[config.mk]
export PLATFORM = sky130hd
export DESIGN_NAME = mic_zero_crossing_meter
export DESIGN_NICKNAME = d
export VERILOG_FILES = /design/src/rtl/mic_zero_crossing_meter.sv
export SDC_FILE = /design/constraint.sdc
export NUM_CORES = 1
export LEC_CHECK = 0
export BUFFER_PORTS_ARGS = -buffer_cell sky130_fd_sc_hd__buf_4
export CELL_PAD_IN_SITES_DETAIL_PLACEMENT = 1
export CELL_PAD_IN_SITES_GLOBAL_PLACEMENT = 1
export CORE_ASPECT_RATIO = 1.4
export CORE_UTILIZATION = 40
export DETAILED_ROUTE_END_ITERATION = 10
export GPL_TIMING_DRIVEN = 0
export PLACE_DENSITY_LB_ADDON = 0.2
export SYNTH_ARGS = -nofsm -noshare
export SYNTH_HDL_FRONTEND = slang
export SYNTH_SLANG_ARGS = --single-unit
[constraint.sdc]
create_clock -name clk -period 3.9 [get_ports clk]
set_clock_uncertainty 0.1 [all_clocks]
set_input_delay 0.195 -clock clk [delete_from_list [all_inputs] [get_ports clk]]
set_output_delay 0.195 -clock clk [all_outputs]
set_load 0.02 [all_outputs]
[src/rtl/mic_zero_crossing_meter.sv]
// Zero-crossing period meter for the INMP441 sample stream: hysteretic polarity
// tracking, period between rising crossings, per-period peak level and silence flag.
module mic_zero_crossing_meter #(
    parameter int unsigned sample_clk = 1024,
    parameter logic [23:0] threshold  = 24'd4096,
    parameter logic [11:0] max_period = 12'd2047
) (
    input  logic        clk,
    input  logic        rst,
    input  logic [23:0] value,
    output logic [11:0] period,
    output logic        period_valid,
    output logic [7:0]  level,
    output logic        silent
);

    localparam int unsigned     sc_w    = (sample_clk > 1) ? $clog2(sample_clk) : 1;
    localparam logic [sc_w-1:0] sc_last = sc_w'(sample_clk - 1);
    localparam logic signed [23:0] pos_th = $signed(threshold);
    localparam logic signed [23:0] neg_th = -$signed(threshold);

    typedef enum logic [1:0] {
        UNKNOWN,
        LOW,
        HIGH
    } pol_t;

    pol_t              state;
    pol_t              state_next;
    logic [sc_w-1:0]   strobe_cnt;
    logic              strobe;
    logic [11:0]       sample_cnt;
    logic [23:0]       peak;
    logic [23:0]       abs_val;
    logic [23:0]       peak_upd;
    logic              armed;
    logic signed [23:0] s;
    logic              above;
    logic              below;
    logic              rising;
    logic              timeout;

    assign s        = $signed(value);
    assign above    = (s >= pos_th);
    assign below    = (s <= neg_th);
    assign strobe   = (strobe_cnt == sc_last);
    assign peak_upd = (abs_val > peak) ? abs_val : peak;
    assign rising   = strobe && (state == LOW) && above;
    // A crossing on the timeout strobe wins, so the timeout is masked by rising.
    assign timeout  = strobe && !rising && (sample_cnt == max_period - 12'd1);

    // The most negative code has no positive twin, so it clamps to full scale.
    always_comb begin
        abs_val = value;
        if (value[23]) begin
            abs_val = (value == 24'h800000) ? 24'h7FFFFF : -value;
        end
    end

    always_ff @(posedge clk) begin
        if (rst) begin
            state <= UNKNOWN;
        end else begin
            state <= state_next;
        end
    end

    always_comb begin
        state_next = state;
        if (strobe) begin
            if (timeout) begin
                state_next = UNKNOWN;
            end else begin
                case (state)
                    UNKNOWN: begin
                        if (above) begin
                            state_next = HIGH;
                        end else if (below) begin
                            state_next = LOW;
                        end
                    end
                    LOW: begin
                        if (above) begin
                            state_next = HIGH;
                        end
                    end
                    HIGH: begin
                        if (below) begin
                            state_next = LOW;
                        end
                    end
                    default: state_next = UNKNOWN;
                endcase
            end
        end
    end

    // The first rising crossing after reset or timeout only arms the measurement.
    always_ff @(posedge clk) begin
        if (rst) begin
            strobe_cnt   <= '0;
            sample_cnt   <= '0;
            peak         <= '0;
            armed        <= 1'b0;
            period       <= '0;
            period_valid <= 1'b0;
            level        <= '0;
            silent       <= 1'b1;
        end else begin
            period_valid <= 1'b0;
            strobe_cnt   <= strobe ? '0 : strobe_cnt + 1'b1;
            if (strobe) begin
                if (rising) begin
                    sample_cnt <= '0;
                    peak       <= '0;
                    if (armed) begin
                        period       <= sample_cnt + 12'd1;
                        level        <= peak_upd[22:15];
                        period_valid <= 1'b1;
                        silent       <= 1'b0;
                    end else begin
                        armed <= 1'b1;
                    end
                end else if (timeout) begin
                    silent     <= 1'b1;
                    armed      <= 1'b0;
                    peak       <= '0;
                    sample_cnt <= max_period;
                end else begin
                    peak <= peak_upd;
                    if (sample_cnt < max_period) begin
                        sample_cnt <= sample_cnt + 12'd1;
                    end
                end
            end
        end
    end

endmodule

==> metrics.yaml, run 1 <==
outcome:
  status: "completed"
critical_path:
  r2r_cells: 11
  crit_path_max_fanout: 8
  critical_path_class: "primary input to register"
  startpoint_type: "primary input"
  cp.required_ns: 4.06
  worst-endpoint-arrival_ns: 3.88
  r2r_end: "level[0]"
  cp-end-kind: "register"
  reg2reg_from: "peak[23]"
  reg2reg_slack_ns: 1.14
grt:
  grt-ovfl-total: 0
  grt_first_pass_wirelength_um: 20490
  grt_max_degree: 14
  grt_antenna_before_repair: 0
  track_usage_pct: 22.57
  grt_pass1_vias: 4336
logic_synthesis:
  synth_top_family_by_area: "simple AND/OR/NAND/NOR gates"
  ys_seq_area_share_pct: 32.66
  synth_mux_area_share_pct: 5.865
  synth-xor-area-share_pct: 5.837
  synth_area_leaders: "dfxtp_1, ha_1, nor2_1"
  synth.distinct_cells: 58
  synth-seq-cells: 71
  syn_area_sq_um: 4352
  synth-compound-area-share_pct: 18.40
  synth_ff_type: "dfxtp_1"
  yosys.area.top_type: "dfxtp_1"
  syn_avg_cell_area_sq_um: 8.273
  synthSimpleGateAreaFrac_pct: 22.71
  syn_inst: 526
  synth_top_area_share_pct: 32.66
  synth_adder_area_share_pct: 8.051
  ys_warn_count: 0
  syn-num-nets: 580
  async_reset_ff_share_pct: 0
  synth_edf_count: 0
cts:
  cts.sinks: 71
  clock_path_buffers: 2
  clk_latency_ns: 0.34
  clk_pin_slew_ns: 0.06
  tritoncts: "done"
  root_buffer: "clkbuf_16"
  numCtsBuffers: 9
  htree_levels: 3
floorplanning:
  die_h_um: 125.4
  die_area_sq_um: 11310
  coreArea_sq_um: 10460
  num_rows: 44
  initial_core_util_pct: 41.60
  die_w_um: 90.15
  num_io_pins: 48
power_and_ir_drop:
  seq_power_share_pct: 42.6
  comb_power_share_pct: 12.1
  switchingPower_uw: 454.2
  p_int_mw: 1.265
  p_sw_share_pct: 26.42
  total_leakage_power_nw: 2.052
  p_per_area_nw_per_um2: 323.0
  pwr-share-clk_pct: 45.4
  ir_drop_v: 0.0002184
drt:
  drc_errors: 0
  via_per_inst: 5.518
  postRouteAntennaNets: 0
  finalWirelength_um: 12090
  drt_iter0_drc: 124
  avgRoutedWirePerCell_um: 16.42
  firstDrtPassIters: 4
  vias: 4061
layout:
  multiInputGateArea_sq_um: 2723
  antennaDiodeCount: 0
  fin_util_pct: 50.87
  areaGrowthSynthToFinish_pct: 22.28
  nFillCells: 1295
  nNetsFinal: 647
  fin_area_sq_um: 5321
  register_area_sq_um: 1421
  layout-drive-gt1-share_pct: 19.06
sta:
  report.final.hold_viol_count: 0
  final_max_slew_viol_count: 0
  tightest_slew_ns: 0.5585
  setup_viol: 0
  post-route-period-util_pct: 95.28
  slew_headroom_pct: 62.77
  fmax_mhz: 269.1
  finalCriticalPeriod_ns: 3.716
min_path:
  hp-start: "value[0]"
  hold_path.class: "primary input to register"
  whs_endpoint: "peak[0]"
  hold_path_depth: 3
job:
  cap_viol_max_count: 0
placed_design:
  portBuffers: 47
  dp_hpwl_um: 9325
  gp_congestion: 0.8172
  placed_area_sq_um: 4877
## cells in the mapped netlist, types with 2 or more instances
master,n
a21o_1,6
a41oi_1,2
a21boi_0,2
or3_1,3
buf_2,9
nor4_1,4
nor2_1,73
xnor2_1,8
a22o_1,8
o211ai_1,2
or4_1,2
nor2b_1,3
a211oi_2,3
nor3b_2,2
nand2b_1,3
inv_1,37
buf_4,4
nand2_1,34
mux2i_1,24
o31ai_1,7
o311ai_0,2
a31oi_1,8
and2_1,3
xor2_1,21
nand4_1,14
ha_1,28
clkbuf_1,12
nor3_1,22
o21ai_0,12
a21oi_1,28
buf_6,2
nand3_1,15
a211oi_1,23
dfxtp_1,71
and3_1,6
## layout by cell type, fill, tap and decap left out, types with 3 or more instances in the layout
cell	count
a31oi_1	8
and3_1	6
or3_1	3
o21ai_0	12
nand4_1	14
a211oi_1	23
xnor2_1	8
a21oi_1	28
mux2i_1	24
a22o_1	8
nand3_1	14
clkbuf_1	11
o31ai_1	5
clkbuf_16	9
buf_2	9
dfxtp_1	71
and2_1	3
buf_6	3
nor4_1	3
nand2b_1	3
a21o_1	6
nor2_1	73
nor3_1	22
xor2_1	21
nand2_1	34
inv_1	37
buf_4	59
ha_1	28
## metal layers
layer | vias to the layer above | track usage [%] | part of all wire [%]
met2 | 61 | 42.93 | 54
met3 | 22 | 3.893 | 2.6
li1 | 2010 | - | -
met1 | 1968 | 24.23 | 40
met5 | - | 0 | 0
met4 | 0 | 9.393 | 2.6
## logic make-up after synthesis
kind of cell               count (synthesis)
and+or+nand+nor                          196
muxes                                     25
buffers and inverters                     64
adders and majority gates                 28
DFF                                       71
xor gates and xnor gates                  29
AOI/OAI and AO/OA                        113
## worst max-delay path by stage
stage / start / endpoint / slack [ns]
2_1_floorplan: value[9] / peak[15] / 0.43
3_3_place_gp: value[1] / peak[15] / -0.66
3_5_place_dp: value[0] / peak[21] / -0.80
4_1_cts: value[0] / level[0] / 0.03
5_1_grt: value[9] / level[0] / -0.02
6_report: value[9] / level[0] / 0.18
## power by group through the flow
stage	logic (mW)	registers, mW	clock network [mW]
after global placement	0.185	0.748	0
after global routing	0.231	0.732	0.832
after floorplan	0.117	0.746	0
after detailed placement	0.193	0.748	0
final	0.208	0.732	0.780
after CTS	0.205	0.731	0.807
## timing repair
item / CTS / global route
pin swaps: 3 / 2
setup endpoints to repair: 25 / 25
buffers inserted: 5 / 4
hold buffers: 0 / 0
resized for setup: 10 / 7
## worst max-delay path, cell delays in order
cell       delay (ns)
buf_4            0.12
or4_4            0.56
nor3_4           0.21
nand3_2          0.19
o41ai_2          0.27
mux2i_1          0.30
ha_1             0.21
nand4_1          0.09
buf_4            0.17
a2111oi_2        0.31
nor4_1           0.11
buf_4            0.16
a21boi_0         0.19
buf_4            0.24
mux2_4           0.34
a211oi_2         0.20
## cell type report
cell class              instances  share of cell area, %
repair buffers                 56                  8.135
clock inverters                 6                 0.8229
multi-input cells             391                  51.16
flip-flops and latches         71                  26.71
clock buffers                  10                  4.491
well taps                     138                  3.245
inverters                      37                  2.610
plain buffers                  27                  2.822
## registers in the layout, indices dropped and copies added (netlist names)
name and count:
state 2, silent 1, peak 24, sample_cnt 12, period 12, armed 1, strobe_cnt 10, level 8
period_valid 1
## per-stage QoR
stage               power (mW)  worst slack [ns]  instances  hold WS, ns  setup TNS, ns
floorplan               0.8638            0.4341        526       0.3415              0
global placement        0.9326           -0.6642        711       0.3673         -13.59
CTS                      1.744           0.03262        732       0.1657              0
detailed placement      0.9407           -0.8046        711       0.3782         -17.68
global route             1.794          -0.01881        736       0.2051       -0.01881
finish                   1.719            0.1840        736       0.1686              0
No activity file was read; power rests on OpenSTA's default activity.
==> run 2, diff against run 1 <==
- MAX_ROUTING_LAYER: unset -> met4
- PLACE_DENSITY_LB_ADDON: 0.2 -> 0.1
==> metrics.yaml, run 2 (synthesis gave the netlist of run 1 again) <==
sta:
  fmax_mhz: 269.4  # was 269.1 MHz
  final_max_slew_viol_count: 0  # unchanged
  slew_headroom_pct: 59.61  # was 62.77%
  post-route-period-util_pct: 95.16  # was 95.28%
  finalCriticalPeriod_ns: 3.711  # was 3.716 ns
  setup_viol: 0  # unchanged
  tightest_slew_ns: 0.6030  # was 0.5585 ns
  finalWorstSetupSlack_ns: 0.1886  # was 0.1840 ns
  report.final.hold_viol_count: 0  # unchanged
  finalSetupTns_ns: 0  # unchanged
cts:
  cts.sinks: 71  # unchanged
  clock_path_buffers: 2  # unchanged
  root_buffer: "clkbuf_16"  # unchanged
  holdBufCountCts: 0  # unchanged
  numCtsBuffers: 9  # unchanged
  clk_pin_slew_ns: 0.06  # about the same
  htree_levels: 3  # unchanged
  clk_latency_ns: 0.34  # about the same
  tritoncts: "done"  # unchanged
floorplanning:
  initial_core_util_pct: 41.60  # unchanged
  coreArea_sq_um: 10460  # unchanged
  die_area_sq_um: 11310  # unchanged
  die_h_um: 125.4  # unchanged
  num_io_pins: 48  # unchanged
  die_w_um: 90.15  # unchanged
  num_rows: 44  # unchanged
placed_design:
  gp_congestion: 0.8371  # was 0.8172
  place_ws_ns: -0.7962  # was -0.8046 ns
  portBuffers: 47  # unchanged
  dp_hpwl_um: 9582  # was 9325 um
min_path:
  whs_endpoint: "peak[0]"  # unchanged
  hold_path.class: "primary input to register"  # unchanged
  hold_path_depth: 3  # unchanged
  hp-start: "value[0]"  # unchanged
grt:
  grt_max_degree: 13  # was 14
  grt-ovfl-total: 0  # unchanged
  track_usage_pct: 23.56  # was 22.57%
  grt_first_pass_wirelength_um: 20470  # was 20490 um
  grt_antenna_before_repair: 0  # unchanged
  grt_pass1_vias: 4214  # was 4336
power_and_ir_drop:
  total_leakage_power_nw: 2.089  # was 2.052 nW
  ir_drop_v: 0.0001916  # was 0.0002184 V
  p_per_area_nw_per_um2: 356.8  # was 323.0 nW/um^2
  fin_total_pwr_mw: 1.928  # was 1.719 mW
drt:
  finalWirelength_um: 12530  # was 12090 um
  via_per_inst: 5.486  # was 5.518
  avgRoutedWirePerCell_um: 17.02  # was 16.42 um
  firstDrtPassIters: 4  # unchanged
  vias: 4038  # was 4061
  drc_errors: 0  # unchanged
  drt_iter0_drc: 120  # was 124
  postRouteAntennaNets: 0  # unchanged
critical_path:
  cp.depth: 15  # was 16
  reg2reg_from: "peak[23]"  # unchanged
  cp.buffers_inverters: 4  # unchanged
  startpoint_type: "primary input"  # unchanged
  cp_common_cell: "buf_4"  # unchanged
  cp_slowest_cell: "or4_1"  # was or4_4
  r2r_cells: 10  # was 11
  cp-end-kind: "register"  # unchanged
  critical_path.top_delay_family: "simple AND/OR/NAND/NOR gates"  # unchanged
  reg2reg_slack_ns: 1.19  # was 1.14 ns
  crit_chain: "buf_4, or4_1, or3_1, o32a_1, nand2_1, inv_1, ha_1, nand4_1, nor4_4, o31ai_2, a21oi_1, buf_4, buf_4, mux2i_1, nor2_1"  # was buf_4, or4_4, nor3_4, nand3_2, o41ai_2, mux2i_1, ha_1, nand4_1, buf_4, a2111oi_2, nor4_1, buf_4, a21boi_0, buf_4, mux2_4, a211oi_2
  worst-endpoint-arrival_ns: 3.84  # was 3.88 ns
  r2r_end: "peak[11]"  # was level[0]
  cpPeakStageDelay_ns: 0.60  # was 0.56 ns
  critical_path_class: "primary input to register"  # unchanged
  cp.required_ns: 4.03  # was 4.06 ns
  crit_path_max_fanout: 10  # was 8
job:
  cap_viol_max_count: 0  # unchanged
layout:
  largest-register: "peak"  # unchanged
  final_common_cell: "nor2_1"  # unchanged
  largest_reg_flops: 24  # unchanged
  nNetsFinal: 647  # unchanged
  antennaDiodeCount: 0  # unchanged
  top_regs: "peak (24), period (12), sample_cnt (12)"  # unchanged
  areaGrowthSynthToFinish_pct: 24.15  # was 22.28%
  layout-drive-gt1-share_pct: 19.40  # was 19.06%
  layout_common_cells: "nor2_1, dfxtp_1, buf_4"  # unchanged
outcome:
  status: "completed"  # unchanged
## run 2: through the flow
stage / area, sq um / std cells / hold slack, ns / util (%)
floorplan: 4352 / 526 / 0.3415 / -
global placement: 4877 / 711 / 0.3630 / 46.63
detailed placement: 4877 / 711 / 0.3703 / 46.63
CTS: 5319 / 731 / 0.1670 / 50.85
global route: 5403 / 736 / 0.1965 / 51.65
finish: 5403 / 736 / 0.1757 / 51.65
## run 2: worst max-delay path by stage
stage | slack, ns | to | startpoint
6_report | 0.19 | peak[11] | value[17]
5_1_grt | -0.00009 | peak[10] | value[1]
4_1_cts | 0.02 | level[0] | value[2]
3_5_place_dp | -0.80 | peak[19] | value[2]
3_3_place_gp | -0.71 | peak[15] | value[2]
2_1_floorplan | 0.43 | peak[15] | value[9]
## run 2: layout make-up
class / count / area, sq um
Fill cell: 1293 / 5057
Multi-Input combinational cell: 391 / 2731
Sequential cell: 71 / 1421
Timing Repair Buffer: 56 / 432.9
Clock buffer: 11 / 252.7
Tap cell: 138 / 172.7
Buffer: 27 / 148.9
Inverter: 37 / 138.9
Clock inverter: 5 / 103.9
## run 2: what timing repair did
item | 4_1_cts | 5_1_grt
pin swaps | 2 | 6
endpoints found under the setup margin | 32 | 30
setup buffers | 4 | 5
gates resized for setup | 9 | 11
## run 2: worst register-to-register path: cells and delay by family (launching register included)
kind,cells,cell delay [ns]
buffers and inverters,3,0.55
AND/OR/NAND/NOR,3,0.74
multiplexers,1,0.21
adder cells (fa/ha/maj),1,0.31
flip-flops,1,0.33
AO/OA/AOI/OAI,2,0.36
## run 2: report_power, final
group	switching, mW	internal [mW]
sequential	0.00388	0.728
clock	0.329	0.660
combinational	0.122	0.0853
## run 2: per-layer routing
metal  vias up  share of wire, %  track usage, %
met5         -                 0               -
met4         0               2.2           9.488
met3        19               2.2           3.650
met2        60                56           44.59
met1      1953                40           23.84
li1       2006                 -               -
==> run 3, diff against run 2 <==
--- a/config.mk
+++ b/config.mk
@@ -8,2 +8,3 @@
 export BUFFER_PORTS_ARGS = -buffer_cell sky130_fd_sc_hd__buf_4
+export CAP_MARGIN = 10
 export CELL_PAD_IN_SITES_DETAIL_PLACEMENT = 1
@@ -11,2 +12,3 @@
 export CORE_ASPECT_RATIO = 1.4
+export CORE_MARGIN = 1.5
 export CORE_UTILIZATION = 40
==> constraint.sdc (replaced) <==
create_clock -name clk -period 3.9 [get_ports clk]
set_clock_uncertainty 0.1 [all_clocks]
set_input_delay 0.78 -clock clk [delete_from_list [all_inputs] [get_ports clk]]
set_output_delay 0.78 -clock clk [all_outputs]
set_load 0.02 [all_outputs]
==> metrics.yaml, run 3 (synthesis gave the netlist of run 1 again) <==
grt:
  met2_usage_pct: 45.22  # was 44.59%
  global_route.usage.met3_pct: 3.957  # was 3.650%
  track_usage_pct: 23.76  # was 23.56%
  grt_antenna_before_repair: 0  # unchanged
  grt_first_pass_wirelength_um: 21350  # was 20470 um
  grt_pass1_vias: 4510  # was 4214
  grt_busiest_layer: "met2"  # unchanged
  grt_max_degree: 11  # was 13
  grt-ovfl-total: 0  # unchanged
  use_met1_pct: 22.91  # was 23.84%
outcome:
  status: "finished with violations"  # was completed
  violations: "negative setup slack"
floorplanning:
  initial_core_util_pct: 41.60  # unchanged
  die_w_um: 91.15  # was 90.15 um
  num_io_pins: 48  # unchanged
  die_area_sq_um: 11520  # was 11310 sq um
  num_rows: 44  # unchanged
  coreArea_sq_um: 10460  # unchanged
  die_h_um: 126.4  # was 125.4 um
drt:
  via_per_inst: 5.511  # was 5.486
  postRouteAntennaNets: 0  # unchanged
  finalWirelength_um: 13250  # was 12530 um
  vias: 4177  # was 4038
  avgRoutedWirePerCell_um: 17.48  # was 17.02 um
  firstDrtPassIters: 4  # unchanged
  drt_iter0_drc: 66  # was 120
  drc_errors: 0  # unchanged
power_and_ir_drop:
  p_int_mw: 1.269  # was 1.473 mW
  pwr-share-clk_pct: 41.8  # was 51.3%
  switchingPower_uw: 438.8  # was 454.9 uW
  total_leakage_power_nw: 2.207  # was 2.089 nW
  ir_drop_v: 0.0001537  # was 0.0001916 V
  comb_power_share_pct: 15.4  # was 10.7%
  seq_power_share_pct: 42.9  # was 38.0%
  p_sw_share_pct: 25.69  # was 23.60%
  p_per_area_nw_per_um2: 298.7  # was 356.8 nW/um^2
cts:
  tritoncts: "done"  # unchanged
  clock_path_buffers: 2  # unchanged
  clk_pin_slew_ns: 0.06  # about the same
  clk_latency_ns: 0.33  # was 0.34 ns
  htree_levels: 3  # unchanged
  holdBufCountCts: 0  # unchanged
  cts.sinks: 71  # unchanged
  numCtsBuffers: 9  # unchanged
  root_buffer: "clkbuf_16"  # unchanged
critical_path:
  cpPeakStageDelay_ns: 0.54  # was 0.60 ns
  cp.required_ns: 4.02  # was 4.03 ns
  crit_chain: "buf_8, or4_4, nor3_4, nand3_4, o41ai_4, mux2i_2, ha_1, buf_4, a21oi_4, a21oi_2, nor4_4, a21oi_2, buf_6, nor3b_4, buf_12, a22o_1"  # was buf_4, or4_1, or3_1, o32a_1, nand2_1, inv_1, ha_1, nand4_1, nor4_4, o31ai_2, a21oi_1, buf_4, buf_4, mux2i_1, nor2_1
  critical_path.top_delay_family: "simple AND/OR/NAND/NOR gates"  # unchanged
  cp_slowest_cell: "or4_4"  # was or4_1
  cp_common_cell: "a21oi_2"  # was buf_4
  startpoint_type: "primary input"  # unchanged
  cp-end-kind: "register"  # unchanged
  cp.buffers_inverters: 4  # unchanged
  crit_path_max_fanout: 8  # was 10
  critical_path_class: "primary input to register"  # unchanged
  worst-endpoint-arrival_ns: 4.25  # was 3.84 ns
layout:
  register_area_sq_um: 1421  # unchanged
  largest_reg_flops: 24  # unchanged
  layout-drive-gt1-share_pct: 25.00  # was 19.40%
  multiInputGateArea_sq_um: 2900  # was 2731 sq um
  nFillCells: 1278  # was 1293
  fin_area_sq_um: 5719  # was 5403 sq um
  largest-register: "peak"  # unchanged
  areaGrowthSynthToFinish_pct: 31.43  # was 24.15%
  layout_common_cells: "nor2_1, buf_4, dfxtp_1"  # was nor2_1, dfxtp_1, buf_4
  antennaDiodeCount: 0  # unchanged
  top_regs: "peak (24), period (12), sample_cnt (12)"  # unchanged
  nNetsFinal: 671  # was 647
sta:
  post-route-period-util_pct: 105.8  # was 95.16%
  holdWs_ns: 0.3718  # was 0.1757 ns
  setup_viol: 30  # was 0
  slew_headroom_pct: 55.67  # was 59.61%
  report.final.hold_viol_count: 0  # unchanged
  final_max_slew_viol_count: 0  # unchanged
  finalWorstSetupSlack_ns: -0.2281  # was 0.1886 ns
  tightest_slew_ns: 0.6580  # was 0.6030 ns
  fmax_mhz: 242.2  # was 269.4 MHz
  finalCriticalPeriod_ns: 4.128  # was 3.711 ns
  rsz0062_at_grt: "true"
placed_design:
  placed_area_sq_um: 4926  # was 4877 sq um
  dp_hpwl_um: 9604  # was 9582 um
  gp_congestion: 0.8112  # was 0.8371
  portBuffers: 47  # unchanged
min_path:
  hold_path.class: "register to register"  # was primary input to register
job:
  cap_viol_max_count: 0  # unchanged
[run 3: cell types whose count changed in the layout (fill, tap and decap cells not counted), sizes merged]
cell    delta
buf       +24
bufinv     -3
clkbuf     +1
[run 3: final cells by class]
cell class / count / share of cell area [%]
repair buffers: 80 / 11.88
clock buffers: 12 / 4.135
inverters: 37 / 2.428
flip-flops and latches: 71 / 24.85
clock inverters: 2 / 0.1750
well taps: 138 / 3.019
plain buffers: 27 / 2.800
multi-input cells: 391 / 50.71
[run 3: what timing repair did]
item,4_1_cts,5_1_grt
gates resized for setup,31,21
buffers inserted,24,10
pin swaps,24,26
endpoints found under the setup margin,32,32
[run 3: power groups by stage]
stage / registers [mW] / logic (mW) / clock network (mW)
after floorplan: 0.746 / 0.121 / 0
after global placement: 0.747 / 0.188 / 0
after detailed placement: 0.748 / 0.197 / 0
after CTS: 0.732 / 0.236 / 0.727
after global routing: 0.732 / 0.287 / 0.763
final: 0.732 / 0.263 / 0.713
[run 3: final timing paths]
kind | cells after the start | to | slack (ns) | from
max reg2reg | 10 | level[0] | 1.31 | peak[17]
min reg2reg | 2 | level[2] | 0.37 | level[2]
max | 16 | peak[17] | -0.23 | value[8]
min | 2 | level[2] | 0.37 | level[2]
[run 3: routing by layer]
metal / routed length [um] / vias to the layer above
met1: 5097 / 2027
li1: - / 2061
met3: 328 / 21
met5: 0 / -
met2: 7460 / 68
met4: 365 / 0
[run 3: tightest hold or removal path: stages (launching register included)]
cell and delay [ns]:
dfxtp_1 0.31, nand2_1 0.06, a21oi_1 0.05
[run 3: per-stage QoR]
step	util [%]	setup TNS, ns	setup WS (ns)	std cells	total power [mW]
6_report	54.68	-5.206	-0.2281	758	1.708
5_1_grt	54.68	-9.567	-0.3725	758	1.782
4_1_cts	53.06	-1.097	-0.09054	749	1.695
3_5_place_dp	47.09	-26.72	-0.9919	711	0.9446
3_3_place_gp	47.09	-23.93	-0.8886	711	0.9358
2_1_floorplan	-	-0.04352	-0.04352	526	0.8675
